`src/rtl/noc_vc_bridge_if.sv`:
```
// -----------------------------------------------------------------------------
// noc_vc_pkg / noc_vc_bridge_if
//
// Purpose:
//   Shared flit definitions and the router local-port bundle used by the
//   noc_vc_bridge network interface.
//
// Package contents:
//   FLIT_DATA_SIZE, DEST_ADDR_SIZE_X/Y, VC_NUM, VC_ID_W
//   flit_label_t  HEAD / BODY / TAIL / HEADTAIL
//   flit_t        {flit_label, vc_id, data}
//
// Interface signals (router local port):
//   router_data_in / router_valid_in            flit injected into the router
//   router_is_on_off_in / _is_allocatable_in    per-VC status towards the router
//   router_data_out / router_valid_out          flit ejected from the router
//   router_is_on_off_out                        downstream per-VC on/off
//
// Modports:
//   master  bridge side (drives injection and status)
//   slave   router side (drives ejection and on/off)
// -----------------------------------------------------------------------------
package noc_vc_pkg;
    localparam int FLIT_DATA_SIZE   = 32;
    localparam int DEST_ADDR_SIZE_X = 4;
    localparam int DEST_ADDR_SIZE_Y = 4;
    localparam int VC_NUM           = 2;
    localparam int VC_ID_W          = (VC_NUM > 1) ? $clog2(VC_NUM) : 1;

    typedef enum logic [1:0] {
        HEAD     = 2'd0,
        BODY     = 2'd1,
        TAIL     = 2'd2,
        HEADTAIL = 2'd3
    } flit_label_t;

    typedef struct packed {
        flit_label_t               flit_label;
        logic [VC_ID_W-1:0]        vc_id;
        logic [FLIT_DATA_SIZE-1:0] data;
    } flit_t;
endpackage

interface noc_vc_bridge_if #(
    parameter int NVC = noc_vc_pkg::VC_NUM
);
    noc_vc_pkg::flit_t router_data_in;
    logic              router_valid_in;
    logic [NVC-1:0]    router_is_on_off_in;
    logic [NVC-1:0]    router_is_allocatable_in;
    noc_vc_pkg::flit_t router_data_out;
    logic              router_valid_out;
    logic [NVC-1:0]    router_is_on_off_out;

    modport master (
        output router_data_in,
        output router_valid_in,
        output router_is_on_off_in,
        output router_is_allocatable_in,
        input  router_data_out,
        input  router_valid_out,
        input  router_is_on_off_out
    );

    modport slave (
        input  router_data_in,
        input  router_valid_in,
        input  router_is_on_off_in,
        input  router_is_allocatable_in,
        output router_data_out,
        output router_valid_out,
        output router_is_on_off_out
    );
endinterface

```
`src/rtl/noc_vc_bridge.sv`:
```
// -----------------------------------------------------------------------------
// noc_vc_bridge
//
// Purpose:
//   Network-interface bridge between one router local port and the local
//   TX/RX buffers. Header-prefixed words from the TX buffer are packetised
//   into HEAD/BODY/TAIL/HEADTAIL flits on a round-robin chosen VC under
//   per-VC on/off flow control. Ejected flits are written to the RX buffer,
//   single-flit packets produce a grant pulse, and per-VC packet framing is
//   checked into a sticky error flag.
//
// Ports:
//   clk_router, rst_router_n   clock, synchronous active-low reset
//   rtr (master modport)       router local port bundle
//   router_wrbuf_*             RX buffer (wafull in, wen/wdata out)
//   router_rdbuf_*             TX buffer (rempty/rdata in, ren out; data
//                              arrives the cycle after ren)
//   dla2noc_granted_*          grant fields and one-cycle strobe
//   err_seq                    sticky sequence-error flag
//   tx_pkt_cnt, rx_pkt_cnt     wrapping packet counters
// -----------------------------------------------------------------------------
module noc_vc_bridge
    import noc_vc_pkg::*;
#(
    parameter int NVC        = VC_NUM,
    parameter int LEN_W      = 8,
    parameter bit EJECT_HEAD = 1'b0,
    parameter int CNT_W      = 16
) (
    input  logic                        clk_router,
    input  logic                        rst_router_n,
    noc_vc_bridge_if.master             rtr,
    input  logic                        router_wrbuf_wafull,
    output logic                        router_wrbuf_wen,
    output logic [FLIT_DATA_SIZE-1:0]   router_wrbuf_wdata,
    input  logic                        router_rdbuf_rempty,
    output logic                        router_rdbuf_ren,
    input  logic [FLIT_DATA_SIZE-1:0]   router_rdbuf_rdata,
    output logic [DEST_ADDR_SIZE_X-1:0] dla2noc_granted_x,
    output logic [DEST_ADDR_SIZE_Y-1:0] dla2noc_granted_y,
    output logic [1:0]                  dla2noc_granted_dla,
    output logic                        dla2noc_granted_vld,
    output logic                        err_seq,
    output logic [CNT_W-1:0]            tx_pkt_cnt,
    output logic [CNT_W-1:0]            rx_pkt_cnt
);

    localparam int FDS = FLIT_DATA_SIZE;
    // head_pl occupies everything below the length field
    localparam int HPW = FDS - 11 - LEN_W;
    localparam flit_t FLIT_RST = '{flit_label: HEADTAIL, vc_id: '0, data: '0};

    typedef enum logic [1:0] {ST_IDLE, ST_HDR, ST_BODY} state_t;

    state_t               state_q, state_d;
    logic [VC_ID_W-1:0]   ptr_q, ptr_d;
    logic [VC_ID_W-1:0]   cur_vc_q, cur_vc_d;
    logic [LEN_W-1:0]     len_q, len_d;
    logic [LEN_W-1:0]     rd_left_q, rd_left_d;
    logic [LEN_W-1:0]     sent_q, sent_d;
    logic                 rd_pend_q, rd_pend_d;
    flit_t                flit_q, flit_d;
    logic                 flit_vld_q, flit_vld_d;
    logic [CNT_W-1:0]     tx_cnt_q, tx_cnt_d;
    logic                 ren;
    logic                 vc_found;
    logic [VC_ID_W-1:0]   vc_pick;
    logic [LEN_W-1:0]     hdr_len;

    logic                 wen_q, wen_d;
    logic [FDS-1:0]       wdata_q, wdata_d;
    logic                 gvld_q, gvld_d;
    logic [DEST_ADDR_SIZE_X-1:0] gx_q, gx_d;
    logic [DEST_ADDR_SIZE_Y-1:0] gy_q, gy_d;
    logic [1:0]           gdla_q, gdla_d;
    logic                 err_q, err_d;
    logic [NVC-1:0]       inpkt_q, inpkt_d;
    logic [CNT_W-1:0]     rx_cnt_q, rx_cnt_d;
    logic [VC_ID_W-1:0]   ej_vc;
    logic [HPW-1:0]       ej_hpl;

    // Round-robin VC choice: first VC with on/off set, scanning upward from
    // the one after the last VC used and wrapping around.
    always_comb begin : pick_proc
        int cand;
        cand     = 0;
        vc_found = 1'b0;
        vc_pick  = ptr_q;
        for (int i = 1; i <= NVC; i++) begin
            cand = (int'(ptr_q) + i) % NVC;
            if (!vc_found && rtr.router_is_on_off_out[cand[VC_ID_W-1:0]]) begin
                vc_found = 1'b1;
                vc_pick  = cand[VC_ID_W-1:0];
            end
        end
    end

    // Injection FSM. A read issued in one cycle has its data on rdata in the
    // next, where it is turned into a flit register load; rd_pend_q remembers
    // that a BODY-state read is outstanding so it is emitted even if on/off
    // drops in the meantime.
    always_comb begin
        state_d    = state_q;
        ptr_d      = ptr_q;
        cur_vc_d   = cur_vc_q;
        len_d      = len_q;
        rd_left_d  = rd_left_q;
        sent_d     = sent_q;
        rd_pend_d  = 1'b0;
        flit_d     = flit_q;
        flit_vld_d = 1'b0;
        tx_cnt_d   = tx_cnt_q;
        ren        = 1'b0;
        hdr_len    = router_rdbuf_rdata[FDS-12 -: LEN_W];

        unique case (state_q)
            ST_IDLE: begin
                if (!router_rdbuf_rempty && vc_found) begin
                    ren      = 1'b1;
                    ptr_d    = vc_pick;
                    cur_vc_d = vc_pick;
                    state_d  = ST_HDR;
                end
            end
            ST_HDR: begin
                // The length field is dropped from the outgoing head flit
                flit_d.data       = {router_rdbuf_rdata[FDS-1:FDS-11], {LEN_W{1'b0}},
                                     router_rdbuf_rdata[HPW-1:0]};
                flit_d.vc_id      = cur_vc_q;
                flit_d.flit_label = (hdr_len == '0) ? HEADTAIL : HEAD;
                flit_vld_d        = 1'b1;
                tx_cnt_d          = tx_cnt_q + 1'b1;
                len_d             = hdr_len;
                rd_left_d         = hdr_len;
                sent_d            = '0;
                state_d           = (hdr_len == '0) ? ST_IDLE : ST_BODY;
            end
            ST_BODY: begin
                ren = !router_rdbuf_rempty && rtr.router_is_on_off_out[cur_vc_q]
                      && (rd_left_q != '0);
                rd_pend_d = ren;
                if (ren) begin
                    rd_left_d = rd_left_q - 1'b1;
                end
                if (rd_pend_q) begin
                    flit_d.data  = router_rdbuf_rdata;
                    flit_d.vc_id = cur_vc_q;
                    flit_vld_d   = 1'b1;
                    sent_d       = sent_q + 1'b1;
                    if (sent_q == len_q - 1'b1) begin
                        flit_d.flit_label = TAIL;
                        state_d           = ST_IDLE;
                    end else begin
                        flit_d.flit_label = BODY;
                    end
                end
            end
            default: state_d = ST_IDLE;
        endcase
    end

    // Injection state register; reset abandons any packet in flight.
    always_ff @(posedge clk_router) begin
        if (!rst_router_n) begin
            state_q    <= ST_IDLE;
            ptr_q      <= VC_ID_W'(NVC - 1);
            cur_vc_q   <= '0;
            len_q      <= '0;
            rd_left_q  <= '0;
            sent_q     <= '0;
            rd_pend_q  <= 1'b0;
            flit_q     <= FLIT_RST;
            flit_vld_q <= 1'b0;
            tx_cnt_q   <= '0;
        end else begin
            state_q    <= state_d;
            ptr_q      <= ptr_d;
            cur_vc_q   <= cur_vc_d;
            len_q      <= len_d;
            rd_left_q  <= rd_left_d;
            sent_q     <= sent_d;
            rd_pend_q  <= rd_pend_d;
            flit_q     <= flit_d;
            flit_vld_q <= flit_vld_d;
            tx_cnt_q   <= tx_cnt_d;
        end
    end

    // Ejection path: decode the flit label, track per-VC packet framing and
    // flag any flit that does not fit the current framing. Erroneous flits are
    // still written so the data stream is not lost.
    always_comb begin
        ej_vc    = rtr.router_data_out.vc_id;
        ej_hpl   = rtr.router_data_out.data[HPW-1:0];
        wen_d    = 1'b0;
        wdata_d  = wdata_q;
        gvld_d   = 1'b0;
        gx_d     = gx_q;
        gy_d     = gy_q;
        gdla_d   = gdla_q;
        err_d    = err_q;
        inpkt_d  = inpkt_q;
        rx_cnt_d = rx_cnt_q;

        if (rtr.router_valid_out) begin
            unique case (rtr.router_data_out.flit_label)
                HEADTAIL: begin
                    gvld_d   = 1'b1;
                    gdla_d   = ej_hpl[1:0];
                    gy_d     = ej_hpl[2 +: DEST_ADDR_SIZE_Y];
                    gx_d     = ej_hpl[2 + DEST_ADDR_SIZE_Y +: DEST_ADDR_SIZE_X];
                    rx_cnt_d = rx_cnt_q + 1'b1;
                    if (EJECT_HEAD) begin
                        wen_d   = 1'b1;
                        wdata_d = rtr.router_data_out.data;
                    end
                    if (inpkt_q[ej_vc]) begin
                        err_d = 1'b1;
                    end
                end
                HEAD: begin
                    inpkt_d[ej_vc] = 1'b1;
                    if (EJECT_HEAD) begin
                        wen_d   = 1'b1;
                        wdata_d = rtr.router_data_out.data;
                    end
                    if (inpkt_q[ej_vc]) begin
                        err_d = 1'b1;
                    end
                end
                BODY: begin
                    wen_d   = 1'b1;
                    wdata_d = rtr.router_data_out.data;
                    if (!inpkt_q[ej_vc]) begin
                        err_d = 1'b1;
                    end
                end
                TAIL: begin
                    wen_d          = 1'b1;
                    wdata_d        = rtr.router_data_out.data;
                    inpkt_d[ej_vc] = 1'b0;
                    rx_cnt_d       = rx_cnt_q + 1'b1;
                    if (!inpkt_q[ej_vc]) begin
                        err_d = 1'b1;
                    end
                end
                default: ;
            endcase
        end
    end

    // Ejection registers; err_seq only clears on reset.
    always_ff @(posedge clk_router) begin
        if (!rst_router_n) begin
            wen_q    <= 1'b0;
            wdata_q  <= '0;
            gvld_q   <= 1'b0;
            gx_q     <= '0;
            gy_q     <= '0;
            gdla_q   <= '0;
            err_q    <= 1'b0;
            inpkt_q  <= '0;
            rx_cnt_q <= '0;
        end else begin
            wen_q    <= wen_d;
            wdata_q  <= wdata_d;
            gvld_q   <= gvld_d;
            gx_q     <= gx_d;
            gy_q     <= gy_d;
            gdla_q   <= gdla_d;
            err_q    <= err_d;
            inpkt_q  <= inpkt_d;
            rx_cnt_q <= rx_cnt_d;
        end
    end

    assign router_rdbuf_ren             = ren;
    assign rtr.router_data_in           = flit_q;
    assign rtr.router_valid_in          = flit_vld_q;
    assign rtr.router_is_on_off_in      = {NVC{!router_wrbuf_wafull}};
    assign rtr.router_is_allocatable_in = ~inpkt_q;
    assign router_wrbuf_wen             = wen_q;
    assign router_wrbuf_wdata           = wdata_q;
    assign dla2noc_granted_vld          = gvld_q;
    assign dla2noc_granted_x            = gx_q;
    assign dla2noc_granted_y            = gy_q;
    assign dla2noc_granted_dla          = gdla_q;
    assign err_seq                      = err_q;
    assign tx_pkt_cnt                   = tx_cnt_q;
    assign rx_pkt_cnt                   = rx_cnt_q;

endmodule

```
`src/flat_wrapper.sv`:
```
// flat-port wrapper written by rule: the top's interface ports become plain ports
module noc_vc_bridge_flat import noc_vc_pkg::*;
#(
    parameter int NVC        = VC_NUM,
    parameter int LEN_W      = 8,
    parameter bit EJECT_HEAD = 1'b0,
    parameter int CNT_W      = 16
)
  (clk_router, rst_router_n, router_wrbuf_wafull, router_wrbuf_wen, router_wrbuf_wdata, router_rdbuf_rempty, router_rdbuf_ren, router_rdbuf_rdata, dla2noc_granted_x, dla2noc_granted_y, dla2noc_granted_dla, dla2noc_granted_vld, err_seq, tx_pkt_cnt, rx_pkt_cnt, rtr_router_data_in, rtr_router_valid_in, rtr_router_is_on_off_in, rtr_router_is_allocatable_in, rtr_router_data_out, rtr_router_valid_out, rtr_router_is_on_off_out);
  noc_vc_bridge_if #(.NVC(NVC)) rtr_i ();
  input  logic clk_router;
  input  logic rst_router_n;
  input  logic router_wrbuf_wafull;
  output logic router_wrbuf_wen;
  output logic [FLIT_DATA_SIZE-1:0] router_wrbuf_wdata;
  input  logic router_rdbuf_rempty;
  output logic router_rdbuf_ren;
  input  logic [FLIT_DATA_SIZE-1:0] router_rdbuf_rdata;
  output logic [DEST_ADDR_SIZE_X-1:0] dla2noc_granted_x;
  output logic [DEST_ADDR_SIZE_Y-1:0] dla2noc_granted_y;
  output logic [1:0] dla2noc_granted_dla;
  output logic dla2noc_granted_vld;
  output logic err_seq;
  output logic [CNT_W-1:0] tx_pkt_cnt;
  output logic [CNT_W-1:0] rx_pkt_cnt;
  output wire logic [$bits(rtr_i.router_data_in)-1:0] rtr_router_data_in;
  output wire logic [$bits(rtr_i.router_valid_in)-1:0] rtr_router_valid_in;
  output wire logic [$bits(rtr_i.router_is_on_off_in)-1:0] rtr_router_is_on_off_in;
  output wire logic [$bits(rtr_i.router_is_allocatable_in)-1:0] rtr_router_is_allocatable_in;
  input wire logic [$bits(rtr_i.router_data_out)-1:0] rtr_router_data_out;
  input wire logic [$bits(rtr_i.router_valid_out)-1:0] rtr_router_valid_out;
  input wire logic [$bits(rtr_i.router_is_on_off_out)-1:0] rtr_router_is_on_off_out;
  assign rtr_router_data_in = rtr_i.router_data_in;
  assign rtr_router_valid_in = rtr_i.router_valid_in;
  assign rtr_router_is_on_off_in = rtr_i.router_is_on_off_in;
  assign rtr_router_is_allocatable_in = rtr_i.router_is_allocatable_in;
  assign rtr_i.router_data_out = rtr_router_data_out;
  assign rtr_i.router_valid_out = rtr_router_valid_out;
  assign rtr_i.router_is_on_off_out = rtr_router_is_on_off_out;
  noc_vc_bridge #(.NVC(NVC), .LEN_W(LEN_W), .EJECT_HEAD(EJECT_HEAD), .CNT_W(CNT_W)) u_core (.clk_router(clk_router), .rst_router_n(rst_router_n), .rtr(rtr_i), .router_wrbuf_wafull(router_wrbuf_wafull), .router_wrbuf_wen(router_wrbuf_wen), .router_wrbuf_wdata(router_wrbuf_wdata), .router_rdbuf_rempty(router_rdbuf_rempty), .router_rdbuf_ren(router_rdbuf_ren), .router_rdbuf_rdata(router_rdbuf_rdata), .dla2noc_granted_x(dla2noc_granted_x), .dla2noc_granted_y(dla2noc_granted_y), .dla2noc_granted_dla(dla2noc_granted_dla), .dla2noc_granted_vld(dla2noc_granted_vld), .err_seq(err_seq), .tx_pkt_cnt(tx_pkt_cnt), .rx_pkt_cnt(rx_pkt_cnt));
endmodule
```
`config.mk`:
```
export PLATFORM = sky130hd
export DESIGN_NAME = noc_vc_bridge_flat
export DESIGN_NICKNAME = d
export VERILOG_FILES = /design/src/rtl/noc_vc_bridge_if.sv /design/src/rtl/noc_vc_bridge.sv /design/src/flat_wrapper.sv
export SDC_FILE = /design/constraint.sdc
export NUM_CORES = 1
export LEC_CHECK = 0
export CAP_MARGIN = 40
export CELL_PAD_IN_SITES_DETAIL_PLACEMENT = 1
export CELL_PAD_IN_SITES_GLOBAL_PLACEMENT = 2
export CORE_ASPECT_RATIO = 0.8
export CORE_MARGIN = 1
export CORE_UTILIZATION = 27
export DETAILED_ROUTE_END_ITERATION = 10
export GPL_TIMING_DRIVEN = 0
export PLACE_DENSITY = 0.81
export SLEW_MARGIN = 0
export SYNTH_ARGS = -nofsm -noshare
export SYNTH_HDL_FRONTEND = slang
export SYNTH_SLANG_ARGS = --single-unit
```
`constraint.sdc`:
```
create_clock -name clk_router -period 2.7 [get_ports clk_router]
set_clock_uncertainty 0.05 [all_clocks]
set_input_delay 0.405 -clock clk_router [delete_from_list [all_inputs] [get_ports clk_router]]
set_output_delay 0.405 -clock clk_router [all_outputs]
set_load 0.01 [all_outputs]
```
# After elaboration in Yosys (flattened, before gate mapping)
# Index checks and enable logic that the tools add are counted.
dict set report word_totals {
  inputBits 74
  regBits 144
  output_inout_bits 118
  word_cells 114
}
dict set report classes {
  n_lt_le_gt_ge 5
  reduce_logical 28
  n_bitwise 4
  eq_ne 12
  n_addsub 7
  muxes 37
}
# op count
set op_table {}
lappend op_table {{case mux 35 bit (2 select lines)} 1}
lappend op_table {{two-way mux 35 bit} 1}
lappend op_table {{adder 16 x 1 -> 16 bit (second input constant)} 2}
lappend op_table {{case mux 8 bit (2 select lines)} 2}
lappend op_table {{two-way mux 1 bit} 19}
lappend op_table {{AND reduction 2 bit} 9}
lappend op_table {{two-way mux 8 bit} 2}
lappend op_table {{subtractor 8 x 1 -> 8 bit (second input constant)} 2}
lappend op_table {{two-way mux 2 bit} 6}
lappend op_table {{!= test 2 x 1 -> 1 bit (second input constant)} 5}
lappend op_table {{adder 8 x 1 -> 8 bit (second input constant)} 1}
lappend op_table {{== test 8 bit} 1}
lappend op_table {{logical NOT 8 bit} 1}
lappend op_table {{less-than comparator 1 x 2 -> 1 bit (second input constant)} 4}
lappend op_table {{nonzero test 8 bit} 1}
lappend op_table {{== test 2 bit (second input constant)} 3}
lappend op_table {{case mux 1 bit (2 select lines)} 3}
lappend op_table {{case mux 2 bit (3 select lines)} 1}
lappend op_table {{AND reduction 3 bit} 2}
lappend op_table {{OR reduction 2 bit} 3}
lappend op_table {{logical AND 1 bit} 5}
lappend op_table {{== test 2 x 1 -> 1 bit (second input constant)} 2}
lappend op_table {{logical NOT 2 bit} 2}
lappend op_table {{inverter 2 bit} 2}
lappend op_table {{other kinds (9)} 13}

# Depth between registers and ports, before layout
dict set report depth {
  depth_word 10
  depth_mapped 10
  mapped_depth_nobuf 9
}

# Worst setup path after synthesis
# Ideal clock, no wire load.
dict set report synth_path {
  kind {register to register}
  start {register u_core.len_q[0]}
  end {register u_core.state_q[1]}
  required_ps 2578
  path_stages_with_launch 11
  path_buffers 1
  t_arrival_ps 1870
  setup_time_ps 72
  path_slack_ps 709
  synth_period_minus_slack_ps 1991
  path_cell_list {dfxtp_1 -> inv_1 -> ha_1 -> clkbuf_2 -> o21ba_2 -> a221oi_1 -> a41oi_1 -> nor3_1 -> o21ai_2 -> o2bb2ai_4 -> mux2i_1}
}
dict set report synth_between {
  elab_chain_len 4
}
# element line
set synth_lines {}
lappend synth_lines {{start: declaration} noc_vc_bridge.sv:58} ;# logic [LEN_W-1:0] len_q, len_d;
lappend synth_lines {{start signal: assignment} noc_vc_bridge.sv:179} ;# len_q <= len_d;
lappend synth_lines {{subtractor 8 x 1 -> 8 bit} noc_vc_bridge.sv:150} ;# if (sent_q == len_q - 1'b1) begin
lappend synth_lines {{== test 8 bit} noc_vc_bridge.sv:150}
lappend synth_lines {{!= test 2 x 1 -> 1 bit (no line)} n/a}
lappend synth_lines {{AND reduction 3 bit (no line)} n/a}
lappend synth_lines {{end signal: assignment} noc_vc_bridge.sv:176} ;# state_q <= state_d;
lappend synth_lines {{end: declaration} noc_vc_bridge.sv:55} ;# state_t state_q, state_d;
# Every way passes these cells.
# A chain may end at the register's enable or synchronous reset.

# Worst setup path after layout
dict set report layout_path {
  start {register u_core.state_q[0]}
  end {output port router_rdbuf_ren}
}
dict set report layout_between {
  elab_chain_len 2
  word_cells_on_any_way 3
  classes_between {1 x eq/ne; 1 x mux; 1 x reduce/logical}
}
# element line
set layout_lines {}
lappend layout_lines {{== test 2 bit / logical NOT 2 bit (equally long branches)} noc_vc_bridge.sv:116} ;# unique case (state_q)
lappend layout_lines {{case mux 1 bit (2 select lines) (*)} noc_vc_bridge.sv:116}
lappend layout_lines {{end: declaration} flat_wrapper.sv:17} ;# output logic router_rdbuf_ren;
# Mark *: on every way between the ends. The rest lies on a longest branch, timed or not.

==> insert_results.sql <==
INSERT INTO impl_metrics (metric_group, metric, value, unit) VALUES
('clocking', 'cts_max_path_buffers', '2', ''),
('synth', 'post-synth-top-count-cell', 'sky130_fd_sc_hd__nand2_1', ''),
('synth', 'ys_top_cells_by_area', 'sky130_fd_sc_hd__dfxtp_1, sky130_fd_sc_hd__nand2_1, sky130_fd_sc_hd__a21boi_0, sky130_fd_sc_hd__xnor2_1, sky130_fd_sc_hd__and2_1', ''),
('power', 'internal_power', '4.542', 'mW'),
('flow_run', 'timing.max_cap.violations', '0', ''),
('critical_path', 'worstPathBufferInverterCount', '3', ''),
('drt', 'wirelength', '21.04', 'mm'),
('sta', 'timing_worst_slew_pin_value', '0.8530', 'ns'),
('die', 'initial_util', '0.2776', ''),
('sta', 'finalMaxSlewViolations', '0', ''),
('sta', 'grt_setup_unrepaired', 'no', ''),
('synth', 'yosys-top-cells-count', 'sky130_fd_sc_hd__nand2_1, sky130_fd_sc_hd__dfxtp_1, sky130_fd_sc_hd__a21boi_0', ''),
('synth', 'synthCells', '728', ''),
('synth', 'async_reset_ff_frac', '0', ''),
('synth', 'synth_flop_cell', 'sky130_fd_sc_hd__dfxtp_1', ''),
('drt', 'route.detailed.vias_per_inst', '4.609', ''),
('sta', 'timing.setup.tns', '0', 'ns'),
('die', 'fp-row-count', '49', ''),
('sta', 'setup_viol', '0', ''),
('critical_path', 'cp_slowest_cell', 'sky130_fd_sc_hd__or3_4', ''),
('drt', 'detail_route.wl_per_cell', '16.75', 'um'),
('clocking', 'cts_htree_levels', '4', ''),
('die', 'die_w', '172.7', 'um'),
('finish', 'layout_cells_sized_above_1', '0.06211', ''),
('clocking', 'ctsResizeCount', '5', ''),
('synth', 'synth_nets', '814', ''),
('grt', 'grtUsageMet2', '0.2689', ''),
('critical_path', 'critical_path.max_stage_delay', '0.41', 'ns'),
('critical_path', 'crit_chain', 'inv_1 > ha_2 > inv_2 > or3_4 > a21oi_4 > nand2b_1 > clkbuf_2', ''),
('synth', 'post_synth_num_cell_types', '56', ''),
('placement', 'dpl.hpwl', '15.63', 'mm'),
('finish', 'post_layout_nonfiller_instances', '1256', ''),
('sta', 'min_period_over_period', '0.9121', ''),
('critical_path', 'crit_path_start_kind', 'flip-flop', ''),
('synth', 'mappedNetlistArea', '6296', 'sq um'),
('drt', 'remaining_drc_errors', '0', ''),
('grt', 'grt_antenna_before_repair', '0', ''),
('sta', 'final.hold.worst_slack', '0.4137', 'ns'),
('critical_path', 'worst_ep_arrival_time', '2.01', 'ns'),
('power', 'p_comb_frac', '0.285', ''),
('die', 'coreArea', '22680', 'sq um'),
('power', 'p_seq_frac', '0.372', ''),
('status', 'outcome', 'finished clean', ''),
('clocking', 'clk_latency', '0.42', 'ns'),
('finish', 'finalNetCount', '1023', ''),
('synth', 'number_of_synthesized_flops_with_an_enable_pin', '0', ''),
('clocking', 'cts_hold_buffers', '0', ''),
('grt', 'grt_first_pass_wirelength', '33.58', 'mm'),
('grt', 'grt.overflow.total', '0', ''),
('synth', 'synth_largest_area_cell', 'sky130_fd_sc_hd__dfxtp_1', ''),
('drt', 'ant_nets', '0', ''),
('worst_hold_path', 'min_path_cells', '2', ''),
('sta', 'worst_slew_margin_rel', '0.4313', ''),
('synth', 'yosys_warnings', '0', ''),
('power', 'vdd_ir_drop_max', '0.4209', 'mV'),
('grt', 'grt_busiest_layer', 'met2', ''),
('clocking', 'clk_transition_reported_paths', '0.06', 'ns'),
('clocking', 'clockRootBuffer', 'sky130_fd_sc_hd__clkbuf_16', ''),
('die', 'boundaryPins', '192', ''),
('finish', 'fin_area', '9169', 'sq um'),
('clocking', 'post_cts.repair.setup_buffers', '0', ''),
('grt', 'global_route_track_usage_on_met3', '0.07538', ''),
('power', 'total_switching_power', '2.335', 'mW'),
('clocking', 'tritoncts.num_buffers', '17', ''),
('power', 'power.static_leakage', '3.297', 'nW'),
('synth', 'yosysTopAreaCellShare', '0.4579', ''),
('grt', 'met1_track_usage_gr', '0.2348', ''),
('grt', 'grt.total_usage', '0.1794', ''),
('finish', 'layout.filler_cells', '2669', ''),
('power', 'swShare', '0.3396', ''),
('critical_path', 'critical_path.endpoint_type', 'primary output', '');
-- placed cells by master, fill, tap and decap left out, drive strengths merged, types with 4 or more instances in the layout --
cell / n
o21ai: 24
mux2i: 15
ha: 12
and2: 32
nand3: 16
clkdlybuf4s50: 189
inv: 21
nand2: 174
nor4: 5
xnor2: 24
a21boi: 78
nor2b: 25
nor2: 25
clkbuf: 55
buf: 7
nand4: 8
a21oi: 14
a22oi: 9
and3: 11
or3: 10
clkinvlp: 4
dfxtp: 144
nor3: 4
xor2: 12
-- cell type report --
cell class,count,area (sq um),area share
clock buffers,18,429.2,0.04681
well taps,306,382.9,0.04176
clock inverters,14,148.9,0.01624
flip-flops and latches,144,2883,0.3144
inverters,14,52.55,0.005731
multi-input cells,527,3202,0.3492
plain buffers,43,173.9,0.01897
repair buffers,190,1897,0.2069
-- power by group through the flow --
| stage | Clock, mW | Sequential, mW | Combinational, mW |
|---|---|---|---|
| finish | 2.36 | 2.56 | 1.96 |
| global route | 2.51 | 2.59 | 2.20 |
| detailed placement | 0 | 2.60 | 1.96 |
| CTS | 2.42 | 2.56 | 1.99 |
| floorplan | 0 | 2.63 | 1.07 |
| global placement | 0 | 2.60 | 1.94 |
-- per-stage QoR --
step           setup WS [ns]    util
2_1_floorplan         0.7086       -
3_3_place_gp         -0.1644  0.3783
3_5_place_dp         -0.1636  0.3783
4_1_cts              0.04402  0.4043
5_1_grt               0.1188  0.4042
6_report              0.2372  0.4042
-- kinds of logic (layout without fill, tap and decap cells) --
family / after synthesis / after routing / share of synthesized area
xor+xnor: 36 / 36 / 0.05008
compound gates: 145 / 145 / 0.1651
mux: 15 / 15 / 0.02385
flops: 144 / 144 / 0.4579
buf+inv: 57 / 279 / 0.03597
fa+ha+maj: 12 / 12 / 0.02385
simple gates: 319 / 319 / 0.2432
-- layer usage --
layer	up-vias	wire length (um)
met5	-	0
met4	0	250
met3	16	1856
met2	156	9063
met1	2757	9870
li1	2860	-
-- path summary, 6_finish.rpt --
kind | from | to | slack [ns]
worst min register to register | u_core.router_wrbuf_wdata[17]$_SDFFE_PN0P_ | u_core.router_wrbuf_wdata[17]$_SDFFE_PN0P_ | 0.41
worst max-delay path | u_core.state_q[0]$_SDFFE_PN0P_ | router_rdbuf_ren | 0.24
worst max register to register | u_core.len_q[0]$_SDFFE_PN0P_ | u_core.state_q[1]$_SDFFE_PN0P_ | 0.44
worst min-delay path | u_core.router_wrbuf_wdata[17]$_SDFFE_PN0P_ | u_core.router_wrbuf_wdata[17]$_SDFFE_PN0P_ | 0.41
-- tightest hold or removal path: cells and delay by family (launching register included) --
kind,cells,cell delay (ns)
and+or+nand+nor,1,0.05
AOI/OAI and AO/OA,1,0.06
DFF,1,0.31
-- registers in the layout (all words and copies together), names as in the netlist, named ones only --
signal                      cells
u_core.cur_vc_q                 1
u_core.dla2noc_granted_dla      2
u_core.dla2noc_granted_vld      1
u_core.dla2noc_granted_x        4
u_core.dla2noc_granted_y        4
u_core.err_seq                  1
u_core.len_q                    8
u_core.ptr_q                    1
u_core.rd_left_q                8
u_core.rd_pend_q                1
u_core.router_wrbuf_wdata      32
u_core.router_wrbuf_wen         1
u_core.rtr.router_data_in      35
u_core.rtr.router_valid_in      1
u_core.rx_pkt_cnt              16
u_core.sent_q                   8
u_core.state_q                  2
u_core.tx_pkt_cnt              16
No activity file was read; power rests on OpenSTA's default activity.
